### src/rtl/instr_fetch_issue.sv
// Fetch/issue sequencer: fetches 16-bit instructions, issues each to the control unit once,
// and handles branch, self-injection and end-of-program. Optional issue counter: FETCH_ISSUE_CNT_EN.
module instr_fetch_issue #(
  parameter logic [15:0] RESET_PC = 16'h0000,
  parameter int unsigned SELF_MAX = 4
) (
  input  logic        clk_i,
  input  logic        rst_i,
  output logic        imem_req_o,
  output logic [15:0] imem_addr_o,
  input  logic        imem_ack_i,
  input  logic [15:0] imem_data_i,
  input  logic        stall_i,
  output logic [15:0] instr_o,
  output logic        cu_input_en_o,
  output logic [15:0] pc_o,
  input  logic        branch_i,
  input  logic [15:0] branch_target_i,
  input  logic [15:0] self_instruct_i,
  input  logic        self_instruct_en_i,
  input  logic        end_program_i,
  output logic        halted_o,
  output logic        fault_o,
  output logic [31:0] issue_cnt_o
);
  localparam int SCW = $clog2(SELF_MAX + 2);

  typedef enum logic [1:0] {S_FETCH, S_ISSUE, S_HALT} state_t;

  state_t         state_q;
  logic [15:0]    pc_q, pc_d;
  logic [15:0]    instr_q;
  logic [SCW-1:0] self_cnt_q;
  logic           fault_q;
  logic           cu_en;

  assign cu_en = (state_q == S_ISSUE) && !stall_i;

  // Branch targets are forced halfword aligned; sequential flow wraps naturally at 16 bits.
  always_comb begin
    pc_d = pc_q + 16'd2;
    if (branch_i) pc_d = branch_target_i & 16'hFFFE;
  end

  always_ff @(posedge clk_i or posedge rst_i) begin
    if (rst_i) begin
      state_q    <= S_FETCH;
      pc_q       <= RESET_PC;
      instr_q    <= '0;
      self_cnt_q <= '0;
      fault_q    <= 1'b0;
    end else begin
      case (state_q)
        S_FETCH: if (imem_ack_i) begin
          instr_q <= imem_data_i;
          state_q <= S_ISSUE;
        end
        S_ISSUE: if (!stall_i) begin
          if (end_program_i) begin
            state_q <= S_HALT;
          end else if (self_instruct_en_i) begin
            if (self_cnt_q == SCW'(SELF_MAX)) begin
              fault_q <= 1'b1;
              state_q <= S_HALT;
            end else begin
              instr_q    <= self_instruct_i;
              self_cnt_q <= self_cnt_q + SCW'(1);
            end
          end else begin
            pc_q       <= pc_d;
            self_cnt_q <= '0;
            state_q    <= S_FETCH;
          end
        end
        default: state_q <= S_HALT;
      endcase
    end
  end

  // Request is masked by reset so it drops the moment reset asserts.
  assign imem_req_o    = (state_q == S_FETCH) && !rst_i;
  assign imem_addr_o   = pc_q;
  assign instr_o       = instr_q;
  assign pc_o          = pc_q;
  assign cu_input_en_o = cu_en;
  assign halted_o      = (state_q == S_HALT);
  assign fault_o       = fault_q;

`ifdef FETCH_ISSUE_CNT_EN
  logic [31:0] issue_cnt_q;
  always_ff @(posedge clk_i or posedge rst_i) begin
    if (rst_i)      issue_cnt_q <= '0;
    else if (cu_en) issue_cnt_q <= issue_cnt_q + 32'd1;
  end
  assign issue_cnt_o = issue_cnt_q;
`else
  assign issue_cnt_o = '0;
`endif
endmodule

### config.mk
export PLATFORM = sky130hd
export DESIGN_NAME = instr_fetch_issue
export DESIGN_NICKNAME = d
export VERILOG_FILES = /design/src/rtl/instr_fetch_issue.sv
export SDC_FILE = /design/constraint.sdc
export NUM_CORES = 1
export LEC_CHECK = 0
export BUFFER_PORTS_ARGS = -buffer_cell sky130_fd_sc_hd__buf_2
export CORE_MARGIN = 1
export CORE_UTILIZATION = 40
export CTS_CLUSTER_SIZE = 40
export DETAILED_ROUTE_END_ITERATION = 12
export GPL_TIMING_DRIVEN = 0
export PLACE_DENSITY = 0.74
export SETUP_SLACK_MARGIN = 0.05
export SLEW_MARGIN = 20
export SYNTH_ARGS = -nofsm -noshare
export SYNTH_HDL_FRONTEND = slang
export SYNTH_SLANG_ARGS = --single-unit
### constraint.sdc
create_clock -name clk_i -period 2.8 [get_ports clk_i]
set_input_delay 0.56 -clock clk_i [delete_from_list [all_inputs] [get_ports clk_i]]
set_output_delay 0.56 -clock clk_i [all_outputs]
set_load 0.02 [all_outputs]
==> results of run 1 <==
-- Yosys cell counts (3+ instances only) --
cell type / count
buf_4: 50
dfrtp_1: 37
nand2_1: 29
mux2i_1: 18
o21ai_0: 16
o21ai_1: 14
a21oi_1: 13
nor2_1: 10
inv_1: 8
nand3_1: 8
buf_2: 7
nand4_1: 5
a2bb2oi_1: 4
a31oi_1: 4
clkbuf_1: 4
nor3_1: 4
nor4_1: 4
ha_1: 3
o22ai_1: 3
-- cell families after synthesis --
group,synth area share
AOI/OAI and AO/OA,0.165
xor gates and xnor gates,0.00365
adders and majority gates,0.0156
buffers and inverters,0.203
DFF,0.386
muxes,0.0750
other,0.00156
and+or+nand+nor,0.151
-- cell type report --
cell class	instances	area, um2	area share
plain buffers	64	457	0.141
inverters	8	30.0	0.00930
repair buffers	103	531	0.164
clock inverters	2	10.0	0.00310
clock buffers	6	72.6	0.0225
well taps	72	90.1	0.0279
flip-flops and latches	37	926	0.287
multi-input cells	194	1110	0.345
-- path summary, 6_finish.rpt --
path                                   to  slack, ns  depth (start not counted)
min reg2reg                       fault_o       0.47                          1
max reg2reg                imem_addr_o[1]       0.99                          6
max in group asynchronous  imem_addr_o[3]       2.14                          3
min                         self_cnt_q[2]       0.22                          2
max                         cu_input_en_o       0.55                          6
min in group clk_i                fault_o       0.47                          1
-- stage by stage --
| stage | cell area (um2) | setup WS (ns) |
|---|---|---|
| final | 3230 | 0.546 |
| after global routing | 3230 | 0.456 |
| after CTS | 3230 | 0.509 |
| after detailed placement | 3150 | 0.818 |
| after global placement | 3130 | 0.845 |
| after floorplan | 2520 | 0.930 |
-- layer usage --
layer	GRT usage	vias up	share of wire
met5	0	-	0
met4	0.0673	0	0.0083
met3	0.0491	5	0.085
met2	0.302	115	0.47
met1	0.223	994	0.44
li1	-	1147	-
-- power breakdown --
| group | total, W | internal, W | switching [W] | leakage [nW] |
|---|---|---|---|---|
| logic | 0.00123 | 0.000501 | 0.000726 | 1.34 |
| registers | 0.000924 | 0.000734 | 0.000190 | 0.469 |
| clock network | 0.000363 | 0.000173 | 0.000191 | 0.0450 |
| total | 0.00251 | 0.00141 | 0.00111 | 1.86 |
-- worst reg2reg max path: stages, from the launching register on --
cell,delay (ns)
dfrtp_1,0.38
buf_6,0.14
nor4b_4,0.43
nand2_1,0.27
buf_2,0.25
a21oi_1,0.13
mux2i_1,0.09
-- flip-flops by register name (all words and copies together) (netlist names) --
| register | count |
|---|---|
| state_q | 2 |
| instr_o | 16 |
| imem_addr_o | 15 |
| self_cnt_q | 3 |
| fault_o | 1 |
==> metrics.cfg, run 1 <==
[setup_path]
max_stage_delay_ns = 0.35
crit_required_ns = 2.24
cp_slowest_cell = dfrtp_1
critPathCaptureType = primary output
cp-start-kind = flop
path_max_fanout = 10
path_delay_family = buffers and inverters
arrival_ns = 1.69
critPathBufInv = 4
timing.rr.start = state_q[1]
crit_type = flop to primary output
worstPathCellList = buf_6 -> nand2b_1 -> buf_2 -> buf_2 -> nor2_1 -> buf_2
cp-startpoint = state_q[1]
cpMostUsedCell = buf_2

[detailed_routing]
drcViolationCount = 0
avgViaCountPerCell = 4.65
avgRoutedWirePerCell_um = 11.9
drt_iter0_drc = 127
ant_nets = 0
routed_wl_um = 5790
first_pass_iters = 4
num_vias = 2261

[global_route]
grt_pass1_wl_um = 8840
grt_max_degree = 27
grt.overflow.total = 0
track_usage = 0.181
antenna_found_initial = 0
grt_pass1_vias = 1880

[finish]
nFillCells = 535
drive_above_1_share = 0.418
layout_commonest_cell = buf_2
antenna-diode-count = 0
most-common-layout-cells = buf_2, buf_4, dfrtp_1
syn_to_final_growth_pct = 34.4
final_nets = 471
final_util = 0.572
stdcell_count = 486

[power_and_ir_drop]
p_leak_nw = 1.86
power_w = 0.00251
p_per_area_mw_per_mm2 = 779
peakVddDrop_mv = 0.416

[die]
initial_core_util = 0.426
rows = 27
fp.dieH_um = 79.5
coreArea_mm2 = 0.00564
die_x_um = 79.5
ios = 139
die-area_mm2 = 0.00632

[cts]
cts.sinks = 37
hold_buffers = 0
cts_tree = yes
path_clk_slew_ns = 0.08
cts_resized = 0
postCtsSetupBuffers = 0
cts_root_buf = clkbuf_8
htree_levels = 2
clock_latency_ns = 0.29
ctsLongestPathBuffers = 2
cts_buffers = 5

[place]
place_hpwl_um = 4580
gp_congestion = 0.821
dp.cells = 478
numPortBuffers = 102

[timing]
maxSlewViolCount = 0
max_freq_mhz = 444
hold_violations = 0
finalSetupViolCount = 0
rsz0062_at_grt = no
hold_slack_ns = 0.221
timing.final.crit_period_ns = 2.25
fin_worst_skew_ns = 0.00904
tns_ns = 0
fin_crit_sh = 0.805

[synth]
synth-seq-cells = 37
synth_cell_type_count = 41
synth-seq-area-share = 0.386
netlist_area_mm2 = 0.00240
yosysTopAreaCell = dfrtp_1
synth_edf_count = 0
ys_top_cells_by_area = dfrtp_1, buf_4, mux2i_1, nand2_1, o21ai_0
synth_warnings = 0
synth_flop_cell = dfrtp_1
syn-instance-count = 270
yosys.area.top_type_share = 0.386
postSynthAreaPerCell_um2 = 8.89
synth-async-reset-ratio = 1.00

[job]
maxCapViolCount = 0

[min_path]
hp-class = primary input to asynchronous set/reset pin

[run_status]
outcome = complete, no violations

Power figures use the tool's default switching activity.
==> run 2: changes to the inputs <==
--- a/config.mk
+++ b/config.mk
@@ -11,7 +11,7 @@
 export CTS_CLUSTER_SIZE = 40
 export DETAILED_ROUTE_END_ITERATION = 12
 export GPL_TIMING_DRIVEN = 0
-export PLACE_DENSITY = 0.74
+export PLACE_DENSITY = 0.77
 export SETUP_SLACK_MARGIN = 0.05
 export SLEW_MARGIN = 20
 export SYNTH_ARGS = -nofsm -noshare
==> constraint.sdc (replaced) <==
create_clock -name clk_i -period 2.07 [get_ports clk_i]
set_input_delay 0.414 -clock clk_i [delete_from_list [all_inputs] [get_ports clk_i]]
set_output_delay 0.414 -clock clk_i [all_outputs]
set_load 0.02 [all_outputs]
==> run 2 against run 1 <==
Compared with the run above:
- die area did not move
- sequential power rose by 35%
- critical path type unchanged
- sequential share of layout area fell by 0.45 points
==> metrics.cfg, run 2 (synthesized netlist as in run 1, its figures left out) <==
[run_status]
outcome = complete, no violations

[setup_path]
cp-start-kind = flop
arrival_ns = 1.51  ; -0.18 ns
critPathBufInv = 4  ; unchanged
crit_required_ns = 1.66  ; -0.58 ns
cp_slowest_cell = dfrtp_1
path_delay_family = buffers and inverters
crit_type = flop to primary output
r2r_cells = 6  ; unchanged
critPathCaptureType = primary output
path_max_fanout = 10  ; unchanged
cpMostUsedCell = buf_6
worstPathCellList = buf_6 -> nand2b_1 -> buf_6 -> buf_6 -> nor2_2 -> buf_4
path_depth = 6  ; unchanged
max_stage_delay_ns = 0.39  ; +0.04 ns

[cts]
path_clk_slew_ns = 0.07  ; about the same
hold_buffers = 0  ; unchanged
ctsLongestPathBuffers = 2  ; unchanged
clock_latency_ns = 0.29  ; about the same
cts_tree = yes
postCtsSetupBuffers = 0  ; unchanged
cts_root_buf = clkbuf_8
htree_levels = 2  ; unchanged
cts_resized = 2  ; +2
cts.sinks = 37  ; unchanged
cts_buffers = 5  ; unchanged

[timing]
hold_violations = 0  ; unchanged
fin_worst_skew_ns = 0.00231  ; -0.00674 ns
maxSlewViolCount = 0  ; unchanged
rsz0062_at_grt = no
tns_ns = 0  ; unchanged
fin_crit_sh = 0.932
max_freq_mhz = 519
timing.final.crit_period_ns = 1.93
hold_slack_ns = 0.0572  ; -0.164 ns
finalSetupViolCount = 0  ; unchanged

[finish]
antenna-diode-count = 0  ; unchanged
most-common-layout-cells = buf_2, buf_4, dfrtp_1
layout_commonest_cell = buf_2
largest_register_ffs = 16  ; unchanged
multi_input_area_mm2 = 0.00111  ; +0.22%
nFillCells = 518  ; -3.2%
final_nets = 471  ; unchanged
drive_above_1_share = 0.420  ; +0.00242
syn_to_final_growth_pct = 36.6
seqCellArea_um2 = 926  ; unchanged

[die]
die-area_mm2 = 0.00632  ; unchanged
initial_core_util = 0.426  ; unchanged
die_x_um = 79.5  ; unchanged
fp.dieH_um = 79.5  ; unchanged
ios = 139  ; unchanged
rows = 27  ; unchanged
coreArea_mm2 = 0.00564  ; unchanged

[detailed_routing]
drcViolationCount = 0  ; unchanged
first_pass_iters = 4  ; unchanged
avgRoutedWirePerCell_um = 11.8  ; -1.3%
num_vias = 2308  ; +2.1%
avgViaCountPerCell = 4.75  ; +2.1%
drt_iter0_drc = 122  ; -3.9%
routed_wl_um = 5710  ; -1.3%
ant_nets = 0  ; unchanged

[job]
maxCapViolCount = 0  ; unchanged

[global_route]
grt_pass1_wl_um = 8910  ; +0.86%
antenna_found_initial = 0  ; unchanged
grtUsageMet2 = 0.303  ; +0.000855
top_usage_layer = met2
met3_usage = 0.0423  ; -0.00686
grt.overflow.total = 0  ; unchanged
grt_pass1_vias = 1931  ; +2.7%
track_usage = 0.181  ; about the same
grt_max_degree = 29  ; +7.4%
use_met1 = 0.226  ; +0.00295

[power_and_ir_drop]
peakVddDrop_mv = 0.564  ; +35%
p_per_area_mw_per_mm2 = 1090  ; +40%
p_leak_nw = 1.88  ; +1.1%

[place]
numPortBuffers = 102  ; unchanged
gp_congestion = 0.872  ; +6.2%
place_hpwl_um = 4480  ; -2.1%

[min_path]
hp-class = primary input to asynchronous set/reset pin

[run 2: changes by cell type in the layout (fill, tap and decap cells not counted), sizes merged]
cell and delta:
clkinv -2, clkbuf +1, bufinv +1
[run 2: routing by layer]
metal	vias up	part of all wire	routed length [um]
met3	7	0.10	577
met1	1019	0.41	2340
met5	-	0	0
li1	1146	-	-
met2	136	0.48	2740
met4	0	0.011	61
[run 2: where the power goes]
part / switching (W) / total, W / internal [W]
Sequential: 0.000259 / 0.00125 / 0.000993
Combinational: 0.000979 / 0.00166 / 0.000684
Clock: 0.000259 / 0.000652 / 0.000393
[run 2: path summary, 6_finish.rpt]
check | to | start | slack, ns
setup / recovery | cu_input_en_o | state_q[1] | 0.14
hold / removal | state_q[1] | rst_i | 0.06
setup reg to reg | imem_addr_o[1] | state_q[1] | 0.24
hold reg to reg | fault_o | fault_o | 0.47
max in group asynchronous | instr_o[8] | rst_i | 1.59
min in group clk_i | state_q[0] | imem_ack_i | 0.37
[run 2: layout make-up]
| type | instances | share of cell area |
|---|---|---|
| Multi-Input combinational cell | 194 | 0.340 |
| Sequential cell | 37 | 0.282 |
| Timing Repair Buffer | 103 | 0.163 |
| Buffer | 64 | 0.143 |
| Tap cell | 72 | 0.0275 |
| Clock buffer | 7 | 0.0263 |
| Clock inverter | 1 | 0.00916 |
| Inverter | 8 | 0.00916 |
[run 2: stage by stage]
stage / worst slack [ns] / area [um2] / std cells / utilization / power [W]
5_1_grt: 0.0787 / 3280 / 486 / 0.581 / 0.00379
3_5_place_dp: 0.245 / 3150 / 478 / 0.558 / 0.00293
2_1_floorplan: 0.346 / 2520 / 303 / - / 0.00237
4_1_cts: 0.0530 / 3270 / 486 / 0.579 / 0.00359
3_3_place_gp: 0.269 / 3130 / 477 / 0.554 / 0.00287
6_report: 0.141 / 3280 / 486 / 0.581 / 0.00357
==> run 3: changes to the inputs <==
--- a/config.mk
+++ b/config.mk
@@ -11,6 +11,7 @@
 export CTS_CLUSTER_SIZE = 40
 export DETAILED_ROUTE_END_ITERATION = 12
 export GPL_TIMING_DRIVEN = 0
+export HOLD_SLACK_MARGIN = 0.12
 export PLACE_DENSITY = 0.77
 export SETUP_SLACK_MARGIN = 0.05
 export SLEW_MARGIN = 20
==> constraint.sdc (replaced) <==
create_clock -name clk_i -period 1.75 [get_ports clk_i]
set_input_delay 0.35 -clock clk_i [delete_from_list [all_inputs] [get_ports clk_i]]
set_output_delay 0.35 -clock clk_i [all_outputs]
set_load 0.02 [all_outputs]
==> run 3 against run 2 <==
Compared with the run above:
- sequential power rose by 19%
- sequential cell count is the same
- sequential share of layout area is 1.2 points lower
- combinational power increased by 23%
- count of clock-buffer cells in the layout did not move
- cell area is 4.8% higher
- first-iteration DRC count shrank 25%
- die area did not move
- critical path type is now primary input to primary output
- critical endpoint is now imem_req_o
- largest cell class unchanged
- largest power group unchanged
==> metrics.cfg, run 3 (synthesized netlist as in run 1, its figures left out) <==
[setup_path]
crit_required_ns = 1.40  ; -0.26 ns
path_max_fanout = 2  ; -8
arrival_ns = 1.32  ; -0.19 ns
critPathCaptureType = primary output
cp-start-kind = primary input
crit_type = primary input to primary output

[timing]
timing.final.ws_setup_ns = 0.0801  ; -0.0613 ns
rsz0062_at_grt = yes
hold_violations = 0  ; unchanged
timing.final.crit_period_ns = 1.67
fin_worst_skew_ns = 0.00313  ; +0.000827 ns
max_freq_mhz = 599
fin_crit_sh = 0.954
hold_slack_ns = 0.328  ; +0.271 ns
maxSlewViolCount = 0  ; unchanged
finalSetupViolCount = 0  ; unchanged

[place]
place_hpwl_um = 4480  ; unchanged
place_ws_ns = -0.0450  ; -0.290 ns
dpl_cell_area_mm2 = 0.00315  ; unchanged
gp_congestion = 0.872  ; unchanged
numPortBuffers = 102  ; unchanged

[finish]
final_util = 0.609  ; +0.0277
most-common-layout-cells = buf_2, buf_4, dfrtp_1
fin_area_mm2 = 0.00344  ; +4.8%
syn_to_final_growth_pct = 43.1
antenna-diode-count = 0  ; unchanged
layout_commonest_cell = buf_2
largest_register_ffs = 16  ; unchanged
final_nets = 478  ; +1.5%
drive_above_1_share = 0.451  ; +0.0310

[min_path]
hp-class = primary input to flop

[detailed_routing]
drcViolationCount = 0  ; unchanged
first_pass_iters = 4  ; unchanged
ant_nets = 0  ; unchanged
num_vias = 2360  ; +2.3%
drt_iter0_drc = 92  ; -25%
avgViaCountPerCell = 4.79  ; +0.80%
routed_wl_um = 6040  ; +5.7%
avgRoutedWirePerCell_um = 12.2  ; +4.2%

[die]
initial_core_util = 0.426  ; unchanged
die_x_um = 79.5  ; unchanged
ios = 139  ; unchanged
fp.dieH_um = 79.5  ; unchanged
die-area_mm2 = 0.00632  ; unchanged
coreArea_mm2 = 0.00564  ; unchanged
rows = 27  ; unchanged

[cts]
path_clk_slew_ns = 0.07  ; about the same
ctsLongestPathBuffers = 2  ; unchanged
clock_latency_ns = 0.29  ; about the same
htree_levels = 2  ; unchanged
cts_buffers = 5  ; unchanged
cts.sinks = 37  ; unchanged
cts_root_buf = clkbuf_8
cts_tree = yes

[job]
maxCapViolCount = 0  ; unchanged

[power_and_ir_drop]
p_per_area_mw_per_mm2 = 1250  ; +15%
p_leak_nw = 1.94  ; +3.3%
power_w = 0.00431  ; +21%
peakVddDrop_mv = 0.599  ; +6.2%

[global_route]
grt_max_degree = 29  ; unchanged
track_usage = 0.189  ; +0.00756
antenna_found_initial = 0  ; unchanged
grt_pass1_vias = 2002  ; +3.7%
grt.overflow.total = 0  ; unchanged
grt_pass1_wl_um = 9290  ; +4.2%

[run_status]
outcome = complete, no violations

[run 3: cell count changes in the layout (fill, tap and decap cells not counted), moves of 2 or more]
cell | before | now
nor4_2 | 0 | 2
dfrtp_1 | 37 | 35
clkbuf_4 | 0 | 2
nor4_1 | 4 | 2
buf_4 | 51 | 57
dfrtp_2 | 0 | 2
buf_2 | 106 | 102
[run 3: worst max-delay path, stage by stage]
cell	delay [ns]
dlygate4sd3_1	0.53
buf_2	0.13
nor3_1	0.12
buf_2	0.19
[run 3: timing repair]
item / in CTS / in global routing
gates cloned: 0 / 1
setup endpoints to repair: 26 / 25
endpoints found under the hold margin: 9 / 0
gates resized for setup: 13 / 17
buffers inserted: 6 / 1
hold buffers: 1 / 0
pin swaps: 1 / 0
[run 3: worst paths after layout]
| check | from | to | slack (ns) | depth (start not counted) |
|---|---|---|---|---|
| worst max-delay path | rst_i | imem_req_o | 0.08 | 4 |
| worst min-delay path | self_instruct_i[5] | instr_o[5] | 0.33 | 3 |
| worst max register to register | state_q[1] | imem_addr_o[9] | 0.11 | 8 |
| worst min register to register | fault_o | fault_o | 0.47 | 1 |
| max in group asynchronous | rst_i | imem_addr_o[1] | 0.76 | 4 |
| min in group asynchronous | rst_i | state_q[1] | 0.55 | 3 |
[run 3: per-layer routing]
layer  vias up  track usage  routed length (um)
met2       138        0.318                2930
li1       1159            -                   -
met5         -            0                   0
met3         2       0.0434                 597
met1      1061        0.234                2490
met4         0       0.0691                  19
[run 3: layout make-up]
type                    count  area (um2)
plain buffers              62         477
clock buffers               7        86.3
clock inverters             1        30.0
fillers                   505        2210
inverters                   8        30.0
multi-input cells         194        1170
flip-flops and latches     37         928
well taps                  72        90.1
repair buffers            112         628
[run 3: where the power goes]
group          switching [W]  internal, W  total (W)
clock               0.000306     0.000465   0.000771
combinational        0.00118     0.000861    0.00204
sequential          0.000315      0.00118    0.00149
[run 3: per-stage QoR]
stage | std cells | setup TNS, ns
global placement | 477 | -0.00663
CTS | 492 | 0
global route | 493 | -0.0140
finish | 493 | 0
floorplan | 303 | 0
detailed placement | 478 | -0.133
